`src/rtl/ram_arb_pkg.sv`:
```
// Shared constants for the two-requester RAM arbiter.
// Requester indices and lock-owner encodings used by ram_arb_rr and ram_arbiter.
package ram_arb_pkg;

  localparam int unsigned REQ_CORE = 0;
  localparam int unsigned REQ_DMA  = 1;

  localparam logic [1:0] LOCK_NONE = 2'b00;
  localparam logic [1:0] LOCK_M0   = 2'b01;
  localparam logic [1:0] LOCK_M1   = 2'b10;

  typedef enum logic [1:0] {
    GNT_NONE = 2'b00,
    GNT_M0   = 2'b01,
    GNT_M1   = 2'b10
  } gnt_e;

  // Index of a one-hot grant; only meaningful when the grant is non-zero.
  function automatic logic gnt_index(input logic [1:0] gnt);
    return gnt[REQ_DMA];
  endfunction

endpackage

```
`src/rtl/ram_arb_rr.sv`:
```
// Two-way round-robin grant with last-winner and optional lock-owner state.
// Lock support is built only when RAM_ARB_LOCK_EN is defined.
import ram_arb_pkg::*;

module ram_arb_rr (
  input  logic       clk,
  input  logic       rst,
  input  logic [1:0] req_i,
  input  logic [1:0] lock_i,
  output logic [1:0] gnt_o
);

  logic last_gnt_q;
  logic last_gnt_d;

`ifdef RAM_ARB_LOCK_EN
  logic [1:0] lock_own_q;
  logic [1:0] lock_own_d;
  logic       lock_hold_s;

  // The owner only keeps priority while it is still requesting with lock high.
  assign lock_hold_s = |(lock_own_q & req_i & lock_i);
`else
  logic unused_lock_s;
  assign unused_lock_s = ^lock_i;
`endif

  // Grant selection: lock owner first, then round-robin on ties.
  always_comb begin
    gnt_o = GNT_NONE;
    if (rst) begin
      gnt_o = GNT_NONE;
`ifdef RAM_ARB_LOCK_EN
    end else if (lock_hold_s) begin
      gnt_o = lock_own_q;
`endif
    end else begin
      case (req_i)
        2'b01:   gnt_o = GNT_M0;
        2'b10:   gnt_o = GNT_M1;
        2'b11:   gnt_o = last_gnt_q ? GNT_M0 : GNT_M1;
        default: gnt_o = GNT_NONE;
      endcase
    end
  end

  // Next-state for the fairness and lock registers.
  always_comb begin
    last_gnt_d = last_gnt_q;
    if (|gnt_o) begin
      last_gnt_d = gnt_index(gnt_o);
    end else begin
      last_gnt_d = last_gnt_q;
    end
`ifdef RAM_ARB_LOCK_EN
    lock_own_d = lock_own_q;
    if ((lock_own_q != LOCK_NONE) && !lock_hold_s) begin
      lock_own_d = LOCK_NONE;
    end else begin
      lock_own_d = lock_own_q;
    end
    // A new lock request from this cycle's winner overrides a release.
    if (|(gnt_o & lock_i)) begin
      lock_own_d = gnt_o;
    end else begin
      lock_own_d = lock_own_d;
    end
`endif
  end

  // Arbiter state registers.
  always_ff @(posedge clk or posedge rst) begin
    if (rst) begin
      last_gnt_q <= 1'b1;
`ifdef RAM_ARB_LOCK_EN
      lock_own_q <= LOCK_NONE;
`endif
    end else begin
      last_gnt_q <= last_gnt_d;
`ifdef RAM_ARB_LOCK_EN
      lock_own_q <= lock_own_d;
`endif
    end
  end

endmodule

```
`src/rtl/ram_arbiter.sv`:
```
// Two-requester arbiter for a single-port synchronous-read RAM (core = m0, loader/DMA = m1).
// Optional grant locking is enabled with the RAM_ARB_LOCK_EN macro.
import ram_arb_pkg::*;

module ram_arbiter #(
  parameter int unsigned DW = 16,
  parameter int unsigned AW = 13
) (
  input  logic          clk,
  input  logic          rst,
  input  logic          m0_req,
  input  logic          m0_we,
  input  logic [AW-1:0] m0_addr,
  input  logic [DW-1:0] m0_wdata,
  input  logic          m0_lock,
  output logic          m0_gnt,
  output logic          m0_rvalid,
  output logic [DW-1:0] m0_rdata,
  input  logic          m1_req,
  input  logic          m1_we,
  input  logic [AW-1:0] m1_addr,
  input  logic [DW-1:0] m1_wdata,
  input  logic          m1_lock,
  output logic          m1_gnt,
  output logic          m1_rvalid,
  output logic [DW-1:0] m1_rdata,
  output logic          ram_we,
  output logic [AW-1:0] ram_addr,
  output logic [DW-1:0] ram_din,
  input  logic [DW-1:0] ram_dout
);

  logic [1:0]    req_s;
  logic [1:0]    lock_s;
  logic [1:0]    gnt_s;
  logic [1:0]    rd_pend_q;
  logic [1:0]    rd_pend_d;
  logic [AW-1:0] addr_hold_q;
  logic [AW-1:0] addr_hold_d;

  assign req_s  = {m1_req, m0_req};
  assign lock_s = {m1_lock, m0_lock};

  ram_arb_rr u_rr (
    .clk    (clk),
    .rst    (rst),
    .req_i  (req_s),
    .lock_i (lock_s),
    .gnt_o  (gnt_s)
  );

  assign m0_gnt = gnt_s[REQ_CORE];
  assign m1_gnt = gnt_s[REQ_DMA];

  // RAM port mux; idle cycles replay the last address so ram_dout stays put.
  always_comb begin
    ram_we   = 1'b0;
    ram_addr = addr_hold_q;
    ram_din  = {DW{1'b0}};
    case (gnt_s)
      GNT_M0: begin
        ram_we   = m0_we;
        ram_addr = m0_addr;
        ram_din  = m0_wdata;
      end
      GNT_M1: begin
        ram_we   = m1_we;
        ram_addr = m1_addr;
        ram_din  = m1_wdata;
      end
      default: begin
        ram_we   = 1'b0;
        ram_addr = addr_hold_q;
        ram_din  = {DW{1'b0}};
      end
    endcase
  end

  // Next-state for read-pending flags and the held address.
  always_comb begin
    rd_pend_d = gnt_s & ~{m1_we, m0_we};
    if (|gnt_s) begin
      addr_hold_d = ram_addr;
    end else begin
      addr_hold_d = addr_hold_q;
    end
  end

  // Read-return and address-hold registers.
  always_ff @(posedge clk or posedge rst) begin
    if (rst) begin
      rd_pend_q   <= 2'b00;
      addr_hold_q <= {AW{1'b0}};
    end else begin
      rd_pend_q   <= rd_pend_d;
      addr_hold_q <= addr_hold_d;
    end
  end

  // Synchronous-read data arrives the cycle after the grant, matching rd_pend.
  assign m0_rvalid = rd_pend_q[REQ_CORE];
  assign m1_rvalid = rd_pend_q[REQ_DMA];
  assign m0_rdata  = ram_dout;
  assign m1_rdata  = ram_dout;

endmodule

```
`config.mk`:
```
export PLATFORM = sky130hd
export DESIGN_NAME = ram_arbiter
export DESIGN_NICKNAME = d
export VERILOG_FILES = /design/src/rtl/ram_arb_pkg.sv /design/src/rtl/ram_arb_rr.sv /design/src/rtl/ram_arbiter.sv
export SDC_FILE = /design/constraint.sdc
export NUM_CORES = 1
export LEC_CHECK = 0
export ABC_AREA = 1
export CAP_MARGIN = 10
export CORE_ASPECT_RATIO = 0.5
export CORE_UTILIZATION = 33
export DETAILED_ROUTE_END_ITERATION = 8
export PLACE_DENSITY = 0.88
export SLEW_MARGIN = 10
export SYNTH_ARGS = -nofsm -noshare
export SYNTH_HDL_FRONTEND = slang
export SYNTH_HIERARCHICAL = 1
export SYNTH_SLANG_ARGS = --single-unit
```
`constraint.sdc`:
```
create_clock -name clk -period 5.95 [get_ports clk]
set_input_delay 0.8925 -clock clk [delete_from_list [all_inputs] [get_ports clk]]
set_output_delay 0.8925 -clock clk [all_outputs]
set_load 0.05 [all_outputs]
```
* After elaboration in Yosys (flattened, before gate mapping)
Index checks and enable logic that the tools add are counted.
** Storage, ports and cells
- Register bits after elaboration :: 16
- Output and inout port bits :: 66
- Logic and storage cells :: 17
** Operators by class
- Equal/unequal tests :: 5
- Mux-type cells :: 6
- Bitwise operators :: 2
- Reductions and logical operators :: 1
** Operators by type and width (number)
- case mux 16 bit (2 select lines) :: 1
- case mux 13 bit (2 select lines) :: 1
- == test 2 bit (second input constant) :: 3
- case mux 2 bit (3 select lines) :: 1
- == test 2 x 1 -> 1 bit (second input constant) :: 2
- two-way mux 2 bit :: 2
- bitwise AND 2 bit :: 1
- NOT 2 bit :: 1
- case mux 1 bit (2 select lines) :: 1
- OR reduction 2 bit :: 1

* Longest topological paths before layout
Gate-level depths: netlist (run 1).
- Depth in word-level cells :: 5
- Mapped depth :: 10
- Depth with buffers taken out :: 9

* Modules after synthesis
Netlist (run 1), hierarchy kept.
** By module, submodules not included
- ram_arbiter :: instances 1, cells each 224, area an instance 1448.9 um^2
- ram_arb_rr :: instances 1, cells each 10, area an instance 68.8 um^2

* Worst setup path after synthesis (run 1)
OpenSTA, ideal clock, no wires.
- Kind :: input-to-output
- Start :: input rst
- End :: output ram_din[10]
- Arrival :: 3.082 ns
- Required time :: 5.058 ns
- Setup slack :: 1.976 ns
- Stages :: 9
- Path buffers :: 2
- Cell sequence :: inv_2 > nand2_2 > a21oi_2 > inv_1 > ha_1 > buf_6 > inv_2 > buf_2 > a21oi_1
** On the way
- Word-level cells in the longest chain between the ends :: 3
- Elaborated cells on any way between the ends :: 4
- Classes of those cells :: eq/ne: 2; mux: 2
** Ends and longest elaborated chain
- start, declared :: RTL line ram_arbiter.sv:10 : input logic rst,
- two-way mux 2 bit * :: RTL line ram_arb_rr.sv:31 : if (rst) begin
- via m0_gnt :: RTL line ram_arbiter.sv:16 : output logic m0_gnt,
- == test 2 bit / == test 2 x 1 -> 1 bit (equally long branches) :: RTL line ram_arbiter.sv:60 : case (gnt_s)
- case mux 16 bit (2 select lines) * :: RTL line ram_arbiter.sv:60
- end, declared :: RTL line ram_arbiter.sv:29 : output logic [DW-1:0] ram_din,
Mark *: on every way through the listed nets, which the timed path passes. The rest lies on a longest branch.

* Final worst setup path (run 1)
- Start :: input rst
- End :: output ram_din[3]
** On the way
- Word-level cells in the longest chain between the ends :: 3
- Elaborated cells on any way between the ends :: 4
- Classes of those cells :: eq/ne: 2; mux: 2
** Ends and longest elaborated chain (RTL line)
- two-way mux 2 bit * :: ram_arb_rr.sv:31
- == test 2 bit / == test 2 x 1 -> 1 bit (equally long branches) :: ram_arbiter.sv:60
- case mux 16 bit (2 select lines) * :: ram_arbiter.sv:60
Every way passes the cells marked *; elsewhere a longest branch is shown, timed or not.

==> results of run 1 <==
-- logic make-up (layout without fill, tap and decap cells) --
kind of cell    count (synthesis)  count (layout)  synth area share
fa+ha+maj                       3               3            0.0247
flops                          16              16             0.265
simple gates                  145             145             0.425
compound gates                 18              18            0.0618
buf+inv                        52             109             0.223
-- how the worst max path moves through the flow --
stage / slack [ps] / endpoint
finish: 1180 / ram_din[3]
CTS: 1150 / ram_din[3]
floorplan: 1980 / ram_din[10]
detailed placement: 1160 / ram_we
global route: 890 / ram_din[3]
global placement: 1210 / ram_din[9]
-- power breakdown --
part	internal, W	switching [W]	total (W)
clock network	0.0000586	0.0000367	0.0000953
logic	0.000140	0.000204	0.000344
registers	0.000139	0.0000139	0.000152
-- per-stage QoR --
step	area [um^2]	cells	setup slack, ps
2_1_floorplan	1520	234	1980
3_3_place_gp	2250	341	1210
4_1_cts	2300	345	1150
5_1_grt	2300	345	890
6_report	2300	345	1180
3_5_place_dp	2250	341	1160
-- placed cells by master, fill, tap and decap left out --
master / n
dfstp_2: 1
and2_1: 13
nor2_1: 2
inv_1: 6
ha_1: 3
clkbuf_8: 4
nand2_2: 1
a21oi_1: 17
dfrtp_1: 15
nand2_1: 89
inv_2: 2
a21oi_2: 1
clkdlybuf4s50_1: 97
or2_0: 7
or2_2: 6
nand3_1: 27
-- registers in the layout, summed over array words and instances (netlist names) --
| name | count |
|---|---|
| addr_hold_q | 13 |
| rd_pend_q | 2 |
| u_rr/last_gnt_q | 1 |
-- layout make-up --
type                    count  area, um^2
fillers                   388        1840
multi-input cells         166         777
repair buffers             97         971
clock buffers               4        55.1
well taps                  54        67.6
flip-flops and latches     16         402
inverters                   8        30.0
-- worst max-delay path, delay by kind of cell --
family	cells	cell delay, ps
compound gates	2	370
fa+ha+maj	1	790
buf+inv	5	1770
simple gates	1	60
-- per-layer routing --
metal	vias up	GRT usage	wire, um
met5	-	0	0
met4	0	0.0556	47
met3	6	0.0383	251
met2	66	0.346	2140
met1	718	0.188	1690
li1	813	-	-
==> flow_metrics.tcl, run 1 <==
set metrics [dict create \
    status "finished with violations" \
    violations "DRC" \
    fmax_ghz 0.210 \
    reg2reg_to "addr_hold_q[6]" \
    reg2reg_depth 9 \
    clockRootBuffer "clkbuf_8" \
    max-slew-margin-rel 0.298 \
    synth_top_area_share 0.247 \
    ys_types 18 \
    first_iter_violations 57 \
    drv_slew 0 \
    diodes 0 \
    holdPathEnd "addr_hold_q[10]" \
    finalHoldViolCount 0 \
    min_from "addr_hold_q[10]" \
    die-area_um2 4890 \
    power.density_nw_per_um2 257 \
    rows 16 \
    fin_crit_sh 0.801 \
    vdd_drop_max_mv 0.0968 \
    utilization 0.556 \
    hold_buffers 0 \
    r2r-start "u_rr/last_gnt_q" \
    synth_common_cells "nand2_1 (89), buf_4 (32), nand3_1 (27)" \
    synth_most_common_cell "nand2_1" \
    cp-startpoint "rst" \
    detail-route-antenna-nets 0 \
    synth-seq-cells 16 \
    grt-ovfl-total 0 \
    worst_pin_slew_ps 1050 \
    crit_chain "clkdlybuf4s50_1, inv_2, nand2_2, a21oi_2, inv_1, ha_1, inv_2, a21oi_1, clkdlybuf4s50_1" \
    crit_path_end_kind "output port" \
    hp-class "flop to flop" \
    coreArea_um2 4140 \
    via_count 1603 \
    die_y_um 50.0 \
    whs_path_depth 2 \
    syn_nets 319 \
    ys.flop_type "dfrtp_1" \
    yosys.area.top_type "dfrtp_1" \
    syn_inst 234 \
    grt_pass1_wl_mm 6.96 \
    clk_latency_ps 250 \
    wire_per_inst_um 12.0 \
    cts_htree_levels 1 \
    synth.avg_cell_area_um2 6.49 \
    cts_tree "done" \
    cts_resized 0 \
    seq_area_frac_synth 0.265 \
    synth_edf_count 0 \
    setup-tns-final_ps 0 \
    hold-worst-slack_ps 469 \
    maxCapViolCount 0 \
    arrival_ps 3880 \
    cts_buffer_depth 2 \
    rsz0062_at_grt "false" \
    synthToLayoutAreaGrowth_pct 51.7 \
    path_max_fanout 27 \
    dp_hpwl_mm 3.13 \
    io_pins 148 \
    max_stage_delay_ps 840 \
    vias_per_cell 4.65 \
    port_buffers 97 \
    synth_async_sr_flop_share 1.00 \
    nNetsFinal 377 \
    antenna_found_initial 0 \
    grt_use_total 0.175 \
    p_total_w 0.000592 \
    grt_pass1_vias 1644 \
    dr.pass1.iters 8 \
    required_ps 5060 \
    r2r_setup_slack_ps 3740 \
    drive_above_1_share 0.0515 \
    clock_skew_ps 2.58 \
    gp_congestion 0.718 \
    cts_sinks 16 \
    critical_path_class "input port to output port" \
    cp-start-kind "input port" \
    clkTransAtPathRegs_ps 60 \
    crit_slowest_cell "clkdlybuf4s50_1" \
    postCtsSetupBuffers 0 \
    cts_inserted_buffers 3 \
    ys_warn_count 6 \
    die_w_um 97.9 \
    drc_errors 9 \
    finalCriticalPeriod_ps 4770 \
    ys_top_cells_by_area "dfrtp_1 (25%), nand2_1 (22%), buf_4 (16%), nand3_1 (8.9%), a21oi_1 (5.6%)" \
    leakage_nw 0.945 \
    netlist_area_um2 1520 \
    grt_max_degree 31 \
    initial_core_util 0.366 \
    setup_viol 0 \
    routed_wl_mm 4.13 \
]
Power figures use the tool's default switching activity.
==> run 2, diff against run 1 <==
--- a/config.mk
+++ b/config.mk
@@ -8,9 +8,9 @@
 export ABC_AREA = 1
 export CAP_MARGIN = 10
 export CORE_ASPECT_RATIO = 0.5
-export CORE_UTILIZATION = 33
+export CORE_UTILIZATION = 27
 export DETAILED_ROUTE_END_ITERATION = 8
-export PLACE_DENSITY = 0.88
+export PLACE_DENSITY = 0.77
 export SLEW_MARGIN = 10
 export SYNTH_ARGS = -nofsm -noshare
 export SYNTH_HDL_FRONTEND = slang
==> constraint.sdc (replaced) <==
create_clock -name clk -period 3.89 [get_ports clk]
set_input_delay 0.5835 -clock clk [delete_from_list [all_inputs] [get_ports clk]]
set_output_delay 0.5835 -clock clk [all_outputs]
set_load 0.05 [all_outputs]
==> run 2 against run 1 <==
  * The flow now finishes without violations
  * Hold slack improved by 5.1 ps
  * Combinational power is 91% higher
  * Wire length increased by 8.2%
  * Count of clock-buffer cells in the layout unchanged
  * Non-clock buffer count is 3 higher
  * Cell count is 5.5% higher
  * Via count is 1.1% lower
  * First-iteration DRC count shrank 7.0%
  * Sequential power up 54%
  * Utilization down 4.5 points
  * Die area up 22%
  * Clock skew is 0.61 ps lower
  * Critical endpoint is now ram_addr[1]
  * Largest power group unchanged
==> flow_metrics.tcl, run 2 (synthesized netlist as in run 1, its figures left out) <==
set metrics [dict create \
    cts_inserted_buffers 3 \
    detail-route-antenna-nets 0 \
    setup_viol 0 \
    maxCapViolCount 0 \
    utilization 0.511 \
    clock_skew_ps 1.97 \
    io_pins 148 \
    cts_htree_levels 1 \
    path_max_fanout 14 \
    postCtsSetupBuffers 0 \
    top_regs "addr_hold_q (13), rd_pend_q (2), u_rr/last_gnt_q (1)" \
    final_common_cell "nand2_1" \
    whs_path_depth 2 \
    cts_sinks 16 \
    cts_tree "done" \
    via_count 1586 \
    hold_buffers 0 \
    leakage_nw 1.11 \
    clkTransAtPathRegs_ps 60 \
    die_w_um 108 \
    arrival_ps 2760 \
    worst_pin_slew_ps 545 \
    status "finished, final reports clean" \
    required_ps 3310 \
    drv_slew 0 \
    finalInstanceArea_um2 2640 \
    dr.pass1.iters 4 \
    wire_per_inst_um 12.3 \
    nNetsFinal 380 \
    max-slew-margin-rel 0.636 \
    final_cell_mix "nand2_1 (89), clkdlybuf4s50_1 (67), buf_12 (30)" \
    cts_resized 0 \
    finalCriticalPeriod_ps 3340 \
    initial_core_util 0.294 \
    first_iter_violations 53 \
    dpl_worst_slack_ps 533 \
    die-area_um2 5940 \
    routed_wl_mm 4.47 \
    rsz0062_at_grt "false" \
    drc_errors 0 \
    diodes 0 \
    coreArea_um2 5160 \
    port_buffers 97 \
    synthToLayoutAreaGrowth_pct 73.6 \
    critical_path_class "input port to output port" \
    cts_buffer_depth 2 \
    hold-worst-slack_ps 475 \
    gp_congestion 0.722 \
    largest_reg_flops 13 \
    reg2reg_depth 8 \
    grt_max_degree 31 \
    r2r_setup_slack_ps 1790 \
    fmax_ghz 0.299 \
    setup-tns-final_ps 0 \
    drive_above_1_share 0.160 \
    grt_use_total 0.145 \
    grt_pass1_vias 1388 \
    grt_pass1_wl_mm 6.56 \
    vias_per_cell 4.36 \
    die_y_um 55.0 \
    vdd_drop_max_mv 0.156 \
    hp-class "flop to flop" \
    clockRootBuffer "clkbuf_8" \
    setup_ws_ps 549 \
    crit_path_end_kind "output port" \
    finalHoldViolCount 0 \
    fin_crit_sh 0.859 \
    power.density_nw_per_um2 386 \
    clk_latency_ps 250 \
    antenna_found_initial 0 \
    grt-ovfl-total 0 \
    rows 18 \
    cp-start-kind "input port" \
    top_register "addr_hold_q" \
    placed_cell_area_um2 2590 \
    dp_hpwl_mm 3.64 \
]
==> run 2: path summary, 6_finish.rpt <==
path,to,from
min in group asynchronous,u_rr/last_gnt_q,rst
hold / removal,u_rr/last_gnt_q,u_rr/last_gnt_q
setup reg to reg,addr_hold_q[1],u_rr/last_gnt_q
hold reg to reg,u_rr/last_gnt_q,u_rr/last_gnt_q
setup / recovery,ram_addr[1],rst
max in group asynchronous,addr_hold_q[7],rst
==> run 2: per-stage QoR <==
stage               power [W]  cells
detailed placement   0.000896    360
global placement     0.000884    360
CTS                   0.00103    364
floorplan            0.000666    234
global route          0.00107    364
finish                0.00102    364
==> run 2: critical path, cell delays in order <==
cell and delay [ps]:
clkdlybuf4s50_1 450, inv_2 90, nand2_2 60, a21oi_2 150, inv_1 110, ha_1 470
buf_4 260, or2_0 230, and2_1 200, buf_12 150
==> run 2: layer usage <==
metal,vias up,track usage,part of all wire
met5,-,0,0
met4,0,0.0548,0.011
met3,4,0.0328,0.040
met2,29,0.260,0.53
met1,734,0.174,0.42
li1,819,-,-
==> run 2: cell type report <==
class | count | area [um^2]
Clock buffer | 4 | 45.0
Fill cell | 454 | 2520
Inverter | 8 | 30.0
Multi-Input combinational cell | 166 | 777
Sequential cell | 16 | 402
Tap cell | 70 | 87.6
Timing Repair Buffer | 100 | 1290
==> run 2: power breakdown <==
group,switching (W),internal (W)
Combinational,0.000342,0.000314
Sequential,0.0000221,0.000212
Clock,0.0000540,0.0000725
==> run 3, diff against run 2 <==
==> constraint.sdc (replaced) <==
create_clock -name clk -period 2.8 [get_ports clk]
set_input_delay 0.42 -clock clk [delete_from_list [all_inputs] [get_ports clk]]
set_output_delay 0.42 -clock clk [all_outputs]
set_load 0.05 [all_outputs]
==> run 3 against run 2 <==
  * Utilization up 2.7 points
  * Wire length up 8.9%
  * Sequential share of layout area down 0.78 points
  * Combinational power up 45%
  * Hold slack worse by 0.73 ps
  * Worst setup slack worse by 450 ps
  * Flip-flop and latch count unchanged
  * Non-clock buffer count up 5
  * Register-to-register slack worse by 770 ps
  * First-iteration DRC count down 21%
  * Global-route usage up 0.35 points
  * Critical path type unchanged
  * Critical endpoint is now ram_din[7]
==> flow_metrics.tcl, run 3 (synthesized netlist as in run 1, its figures left out) <==
set metrics [dict create \
    io_pins 148 \
    initial_core_util 0.294 \
    placed_cell_area_um2 2660 \
    cts_sinks 16 \
    r2r-start "u_rr/last_gnt_q" \
    clkTransAtPathRegs_ps 60 \
    setup_viol 0 \
    maxCapViolCount 0 \
    grt_pass1_vias 1510 \
    crit_path_end_kind "output port" \
    max-slew-margin-rel 0.614 \
    register_area_um2 402 \
    multi_input_area_um2 821 \
    drive_above_1_share 0.204 \
    finalCriticalPeriod_ps 2700 \
    die_w_um 108 \
    fill_cells 447 \
    dp_hpwl_mm 3.78 \
    clock_skew_ps 1.54 \
    critical_path_class "input port to output port" \
    top_regs "addr_hold_q (13), rd_pend_q (2), u_rr/last_gnt_q (1)" \
    crit_slowest_cell "clkdlybuf4s50_1" \
    grt_pass1_wl_mm 6.80 \
    required_ps 2380 \
    vdd_drop_max_mv 0.199 \
    antenna_found_initial 0 \
    cts_buffer_depth 2 \
    fmax_ghz 0.370 \
    via_count 1626 \
    detail-route-antenna-nets 0 \
    final_common_cell "nand2_1" \
    max_stage_delay_ps 530 \
    final_cell_mix "nand2_1 (89), clkdlybuf4s50_1 (65), buf_12 (33)" \
    worst_pin_slew_ps 578 \
    top_register "addr_hold_q" \
    wire_per_inst_um 13.2 \
    coreArea_um2 5160 \
    clk_latency_ps 250 \
    largest_reg_flops 13 \
    rsz0062_at_grt "true" \
    leakage_nw 1.16 \
    min_from "addr_hold_q[10]" \
    gp_congestion 0.703 \
    cts_htree_levels 1 \
    hp-class "flop to flop" \
    nNetsFinal 385 \
    finalHoldViolCount 0 \
    diodes 0 \
    grt-ovfl-total 0 \
    synthToLayoutAreaGrowth_pct 82.9 \
    arrival_ps 2280 \
    vias_per_cell 4.41 \
    first_iter_violations 42 \
    port_buffers 97 \
    crit_chain "clkdlybuf4s50_1, nand3_1, inv_1, inv_1, ha_4, buf_12, inv_2, a21oi_1, buf_12" \
    die-area_um2 5940 \
    r2r_setup_slack_ps 1020 \
    setup-tns-final_ps 0 \
    cts_inserted_buffers 3 \
    fin_crit_sh 0.966 \
    cts_tree "done" \
    cp-startpoint "m1_req" \
    drv_slew 0 \
    finalInstanceArea_um2 2780 \
    grt_use_total 0.148 \
    dr.pass1.iters 4 \
    cp-start-kind "input port" \
    rows 18 \
    clockRootBuffer "clkbuf_8" \
    routed_wl_mm 4.87 \
    die_y_um 55.0 \
    drc_errors 0 \
    status "finished, final reports clean" \
    power.density_nw_per_um2 534 \
    utilization 0.538 \
    path_max_fanout 27 \
    grt_max_degree 31 \
]
==> run 3: cell count changes in the layout (fill, tap and decap cells not counted), sizes merged <==
cell / change
buf: +6
clkbuf: +1
clkdlybuf4s50: -2
==> run 3: path summary, 6_finish.rpt <==
path,to,depth (start not counted)
setup / recovery,ram_din[7],9
hold / removal,addr_hold_q[10],2
setup reg to reg,addr_hold_q[8],9
hold reg to reg,addr_hold_q[10],2
max in group asynchronous,addr_hold_q[1],2
min in group asynchronous,u_rr/last_gnt_q,2
==> run 3: layout make-up <==
cell class	count	area share
multi-input combinational	166	0.296
timing repair buffer	105	0.498
sequential	16	0.145
tap	70	0.0315
clock buffer	4	0.0198
inverter	8	0.0108
==> run 3: metal layers <==
metal | wire length [um] | part of all wire | vias to the layer above | track usage
li1 | - | - | 832 | -
met1 | 1990 | 0.41 | 754 | 0.167
met2 | 2680 | 0.55 | 36 | 0.287
met3 | 153 | 0.031 | 4 | 0.0316
met4 | 40 | 0.0082 | 0 | 0.0548
met5 | 0 | 0 | - | 0
==> run 3: worst max-delay path, delay by kind of cell <==
| family | cells | cell delay (ps) |
|---|---|---|
| buffers and inverters | 6 | 1170 |
| AND/OR/NAND/NOR | 1 | 110 |
| adder cells (fa/ha/maj) | 1 | 280 |
| AO/OA/AOI/OAI | 1 | 280 |
==> run 3: stage by stage <==
stage	hold WS, ps	setup WS (ps)	std cells	total power (W)
3_3_place_gp	452	53.6	364	0.00124
4_1_cts	476	19.3	368	0.00148
6_report	474	95.8	369	0.00148
5_1_grt	503	-2.48	369	0.00155
3_5_place_dp	460	18.8	364	0.00126
2_1_floorplan	321	-88.6	234	0.000927
==> run 3: power breakdown <==
part	internal, W	switching (W)	total, W
logic	0.000459	0.000489	0.000948
clock network	0.000125	0.0000845	0.000209
registers	0.000295	0.0000301	0.000325
total	0.000879	0.000603	0.00148
==> run 3: what timing repair did <==
item                       in CTS  in global routing
gates resized for setup         0                  7
hold buffers                    0                  0
setup endpoints to repair       0                 13
buffers inserted                0                  0
